`config.mk`:
```
export PLATFORM = sky130hd
export DESIGN_NAME = sync_fifo
export DESIGN_NICKNAME = d
export VERILOG_FILES = /design/src/rtl/sync_fifo.sv
export SDC_FILE = /design/constraint.sdc
export NUM_CORES = 1
export LEC_CHECK = 0
export CORE_AREA = 3 3 46 58
export DETAILED_ROUTE_END_ITERATION = 6
export DIE_AREA = 0 0 49 61
export PLACE_DENSITY = 0.71
export SETUP_SLACK_MARGIN = 0.3
export SLEW_MARGIN = 20
export SYNTH_ARGS = -nofsm -noshare
export SYNTH_HDL_FRONTEND = slang
export SYNTH_SLANG_ARGS = --single-unit
```
`constraint.sdc`:
```
create_clock -name clk -period 1.7 [get_ports clk]
set_input_delay 0.34 -clock clk [delete_from_list [all_inputs] [get_ports clk]]
set_output_delay 0.34 -clock clk [all_outputs]
set_load 0.02 [all_outputs]
```
`src/rtl/sync_fifo.sv`:
```
// Single-clock valid/ready FIFO with binary pointers one bit wider than the address,
// occupancy count, almost-full/almost-empty flags and a synchronous flush.
module sync_fifo #(
  parameter type         data_type        = logic,
  parameter int unsigned AddrDepth        = 3,
  parameter int unsigned AlmostFullLevel  = 6,
  parameter int unsigned AlmostEmptyLevel = 1
) (
  input  logic               clk,
  input  logic               reset_n,
  input  logic               flush_i,
  input  data_type           src_data_i,
  input  logic               src_valid_i,
  output logic               src_ready_o,
  output data_type           dst_data_o,
  output logic               dst_valid_o,
  input  logic               dst_ready_i,
  output logic [AddrDepth:0] fill_o,
  output logic               almost_full_o,
  output logic               almost_empty_o
);

  localparam int unsigned PtrW  = AddrDepth + 1;
  localparam int unsigned Depth = 2 ** AddrDepth;

  localparam logic [PtrW-1:0] PtrZero  = {PtrW{1'b0}};
  localparam logic [PtrW-1:0] PtrOne   = {{AddrDepth{1'b0}}, 1'b1};
  localparam logic [PtrW-1:0] FullXor  = {1'b1, {AddrDepth{1'b0}}};
  localparam logic [PtrW-1:0] AfLevel  = PtrW'(AlmostFullLevel);
  localparam logic [PtrW-1:0] AeLevel  = PtrW'(AlmostEmptyLevel);

  data_type          mem_r [Depth];
  logic [PtrW-1:0]   wr_ptr_r;
  logic [PtrW-1:0]   rd_ptr_r;

  logic              full_s;
  logic              empty_s;
  logic              push_s;
  logic              pop_s;
  logic [PtrW-1:0]   fill_s;

  // Status decode: depends on registered pointers only, never on the handshake inputs.
  always_comb begin
    full_s  = 1'b0;
    empty_s = 1'b0;
    fill_s  = PtrZero;
    if ((wr_ptr_r ^ rd_ptr_r) == FullXor) begin
      full_s = 1'b1;
    end else begin
      full_s = 1'b0;
    end
    if (wr_ptr_r == rd_ptr_r) begin
      empty_s = 1'b1;
    end else begin
      empty_s = 1'b0;
    end
    fill_s = wr_ptr_r - rd_ptr_r;
  end

  assign push_s = src_valid_i & ~full_s;
  assign pop_s  = dst_ready_i & ~empty_s;

  // Pointer registers; flush overrides any handshake in the same cycle.
  always_ff @(posedge clk or negedge reset_n) begin
    if (!reset_n) begin
      wr_ptr_r <= PtrZero;
      rd_ptr_r <= PtrZero;
    end else if (flush_i) begin
      wr_ptr_r <= PtrZero;
      rd_ptr_r <= PtrZero;
    end else begin
      if (push_s) begin
        wr_ptr_r <= wr_ptr_r + PtrOne;
      end
      if (pop_s) begin
        rd_ptr_r <= rd_ptr_r + PtrOne;
      end
    end
  end

  // Storage array, intentionally not reset.
  always_ff @(posedge clk) begin
    if (push_s && !flush_i) begin
      mem_r[wr_ptr_r[AddrDepth-1:0]] <= src_data_i;
    end
  end

  assign src_ready_o    = ~full_s;
  assign dst_valid_o    = ~empty_s;
  assign dst_data_o     = mem_r[rd_ptr_r[AddrDepth-1:0]];
  assign fill_o         = fill_s;
  assign almost_full_o  = (fill_s >= AfLevel);
  assign almost_empty_o = (fill_s <= AeLevel);

endmodule

```
Word-level counts from Yosys, hierarchy flattened. Memory sizes are Yosys's and may differ from the RTL's. Cells that the tools add are included.

Memories kept: 1. Bits in writable memories: 8. Input bits: 6. Bits in registers: 8. Output and inout port bits: 9. Logic and storage cells: 27.

Add/sub/neg operators: 3. Muxes and demuxes: 8. Reduce and logical (&&, ||, !) cells: 4. Order comparisons: 2. Bitwise operators: 5. Equality and inequality tests: 2.

Memories: mem_r (depth 8, width 1, read ports 1, clocked after memory_dff 0, write ports 1, RTL line 32) `data_type mem_r [Depth];`.

Operators with widths (count): $mux W4 (4); $add A4 B1 Y4 const B (2); $eq A4 B4 Y1 (1); $eq A4 B4 Y1 const B (1); $ge A4 B3 Y1 const B (1); $le A4 B1 Y1 const B (1); $mux W1 (4); $reduce_bool A2 Y1 (2); $sub A4 B4 Y4 (1); $xor A4 B4 Y4 (1); $and A1 B1 Y1 (2); $not A1 Y1 (2); $logic_and A1 B1 Y1 (1); $logic_not A1 Y1 (1).

Depth between registers and ports, before layout.
Depth in word-level cells: 8. Mapped depth: 6.

Least setup slack after synthesis. OpenSTA, ideal clock, no wires.

Kind: flip-flop to output port. From: register rd_ptr_r[0]. To: output port almost_full_o. Slack: -0.475 ns. Data arrival time: 1.835 ns. Cell stages (with the launch flop): 6. Cell sequence: dfrtp_1 -> ha_1 -> fa_1 -> xnor2_1 -> nand2_1 -> o21ai_0.

Cells in the longest elaborated chain, start to end: 2.

RTL lines: start: declaration (RTL line 34) `logic [PtrW-1:0] rd_ptr_r;`; start signal: assignment (RTL line 67) `rd_ptr_r <= PtrZero;`; start signal: assignment (RTL line 70) `rd_ptr_r <= PtrZero;`; start signal: assignment (RTL line 76) `rd_ptr_r <= rd_ptr_r + PtrOne;`; $sub A4 B4 Y4 (RTL line 57) `fill_s = wr_ptr_r - rd_ptr_r;`; via fill_o[2] (RTL line 18) `output logic [AddrDepth:0] fill_o,`; $ge A4 B3 Y1 (RTL line 92) `assign almost_full_o = (fill_s >= AfLevel);`; end: declaration (RTL line 19) `output logic almost_full_o,`.

The timed path passes the listed nets, and every way through them passes these cells.

Final worst setup path.
From: register wr_ptr_r[0]. To: output port almost_full_o.

Cells in the longest elaborated chain, start to end: 2.

RTL lines: start: declaration (RTL line 33) `logic [PtrW-1:0] wr_ptr_r;`; start signal: assignment (RTL line 66) `wr_ptr_r <= PtrZero;`; start signal: assignment (RTL line 69) `wr_ptr_r <= PtrZero;`; start signal: assignment (RTL line 73) `wr_ptr_r <= wr_ptr_r + PtrOne;`; $sub A4 B4 Y4 (RTL line 57); $ge A4 B3 Y1 (RTL line 92).

Every way passes these cells.

==> impl_metrics.json <==
{
  "status": "finished, violations left",
  "violations": "setup timing",
  "grt_pass1_vias": 965,
  "cts_hold_buffers": 0,
  "vias_per_cell": 5.61,
  "synth_largest_area_cell": "edfxtp_1",
  "die_x_um": 49,
  "yosysMostFrequentCell": "nand2_1",
  "cts_sinks": 16,
  "gr-usage-met3": 0.0369,
  "grt_start_max_net_pins": 13,
  "fin_skew_ps": 7.82,
  "met2_usage": 0.359,
  "rsz0062_at_grt": "true",
  "crit_type": "flip-flop to primary output",
  "numCtsBuffers": 3,
  "wl_per_cell_um": 18.6,
  "cp.arrival_ps": 1860,
  "avgSynthCellArea_um2": 10.6,
  "synth_common_cells": "nand2_1 (12), dfrtp_1 (8), edfxtp_1 (8), nor2_1 (8), inv_1 (7)",
  "gp_congestion": 0.911,
  "overflow": 0,
  "synth_top_cells_by_area": "edfxtp_1 (24%), dfrtp_1 (20%), ha_1 (6.2%)",
  "final_nets": 160,
  "synth-main-ff-cell": "edfxtp_1",
  "final_antenna_net_count": 0,
  "firstDrtPassIters": 4,
  "relSlewSlack": 0.743,
  "fin_util": 0.834,
  "hold_class": "primary input to async pin",
  "core_area_um2": 2210,
  "synth.distinct_cells": 34,
  "cts_tree": "built",
  "synth_seq_cells": 16,
  "async_flop_share": 0.500,
  "worstPathCellList": "inv_2, ha_4, fa_2, inv_2, buf_6, nand2_2, o21ai_2, buf_6",
  "crit_buf_inv": 4,
  "finalMaxSlewViolations": 0,
  "wirelength_mm": 3.31,
  "synth_warnings": 0,
  "hold_viol_final": 0,
  "r2r_start": "wr_ptr_r[1]",
  "peakVddDrop_mv": 0.755,
  "cp_max_fo": 2,
  "top_usage_layer": "met2",
  "layout_setup_ws_ps": -498,
  "cp-start-kind": "flip-flop",
  "antenna-diode-count": 0,
  "fmax_mhz": 455,
  "worstSkewPairLatency_ps": 290,
  "io_pins": 15,
  "vias": 998,
  "antenna_found_initial": 0,
  "clock-root-buffer": "clkbuf_4",
  "track_usage": 0.207,
  "first_iter_violations": 25,
  "slowest_stage": "fa_2",
  "cpPeakStageDelay_ps": 550,
  "start_util": 0.459,
  "endpoint_kind": "primary output",
  "die_area_um2": 2990,
  "setup_violations": 24,
  "drive_gt1_frac": 0.707,
  "dp_hpwl_mm": 1.90,
  "finalCritPeriodShare": 1.29,
  "synthesis.area_um2": 1010,
  "die_h_um": 61,
  "synthCells": 96,
  "hold_slack_ps": 320,
  "synthToLayoutAreaGrowth_pct": 81.6,
  "cp-startpoint": "wr_ptr_r[0]",
  "grt_pass1_wl_mm": 4.66,
  "met1_usage": 0.265,
  "maxCapViolations": 0,
  "required_ps": 1360,
  "yosysSeqAreaShare": 0.434,
  "critPathTopFamily": "adder cells",
  "clkTransAtPathRegs_ps": 100,
  "syn-num-nets": 108,
  "fin_crit_ps": 2200,
  "synth_top_area_frac": 0.237,
  "synth_edf_count": 8,
  "p_leak_uw": 0.000735,
  "fp-row-count": 19,
  "htree_num_levels": 1,
  "power.total_uw": 1650,
  "drcViolationCount": 0,
  "io_buffers": 14,
  "tns_ps": -6390,
  "worstMarginPinSlew_ps": 385,
  "p_per_area_nw_per_um2": 895,
  "clk_path_buf_depth": 2
}
metal layers:
layer	vias up	part of all wire
li1	452	-
met1	505	0.38
met2	32	0.55
met3	9	0.045
met4	0	0.017
met5	-	0
sequential cells by signal, indices dropped and copies added, names as in the netlist:
register / flops
rd_ptr_r: 4
mem_r: 8
wr_ptr_r: 4
cells by family (layout without fill, tap and decap cells):
| group | count (synthesis) | in the layout | share of synthesized area |
|---|---|---|---|
| mux | 8 | 8 | 0.117 |
| flops | 16 | 16 | 0.434 |
| xor+xnor | 3 | 3 | 0.0407 |
| buf+inv | 9 | 60 | 0.0345 |
| compound gates | 15 | 15 | 0.109 |
| simple gates | 39 | 39 | 0.184 |
| fa+ha+maj | 6 | 6 | 0.0814 |
final cells by class:
| type | instances | area [um^2] |
|---|---|---|
| flip-flops and latches | 16 | 447 |
| clock buffers | 4 | 26.3 |
| inverters | 7 | 26.3 |
| multi-input cells | 71 | 833 |
| well taps | 31 | 38.8 |
| repair buffers | 49 | 472 |
| fillers | 116 | 368 |
power by group:
part | leakage (uW) | internal [uW] | switching (uW) | total (uW)
logic | 0.000547 | 527 | 468 | 994
clock network | 0.0000150 | 91.3 | 125 | 216
registers | 0.000174 | 423 | 15.9 | 439
total | 0.000735 | 1040 | 608 | 1650
final timing paths:
kind                       slack [ps]  depth (start not counted)             to
setup / recovery                 -500                          8  almost_full_o
hold / removal                    320                          1    rd_ptr_r[2]
hold reg to reg                   740                          3    rd_ptr_r[1]
min in group clk                  740                          3    rd_ptr_r[1]
max in group asynchronous        1070                          1    wr_ptr_r[1]
setup reg to reg                 -260                          9       mem_r[0]
placed cells by master (no fill, tap or decap), types with 2 or more instances in the layout:
cell	count
buf_6	21
dfrtp_2	5
edfxtp_1	8
nor4_2	2
nand4_1	2
nand2_4	2
nor2_1	6
ha_4	3
inv_1	2
clkdlybuf4s50_1	5
nand2_1	6
nand2_2	4
mux4_2	2
a21oi_4	4
a21boi_4	2
buf_4	22
and3_4	2
clkbuf_4	3
a21oi_2	2
xnor2_4	2
mux2_4	5
nor3_2	6
dfrtp_1	3
ha_1	2
inv_2	5
nor2b_1	4
repair_timing:
| action | CTS | global route |
|---|---|---|
| pin swaps | 9 | 10 |
| setup endpoints to repair | 25 | 25 |
| buffers inserted | 9 | 4 |
| resized for setup | 73 | 14 |
stage by stage:
| stage | cells | setup WS, ps | instance area (um^2) |
|---|---|---|---|
| after global placement | 161 | -591 | 1550 |
| after detailed placement | 161 | -641 | 1550 |
| after global routing | 178 | -565 | 1840 |
| final | 178 | -498 | 1840 |
| after floorplan | 96 | -128 | 1230 |
| after CTS | 174 | -434 | 1740 |
Power figures use the tool's default switching activity.
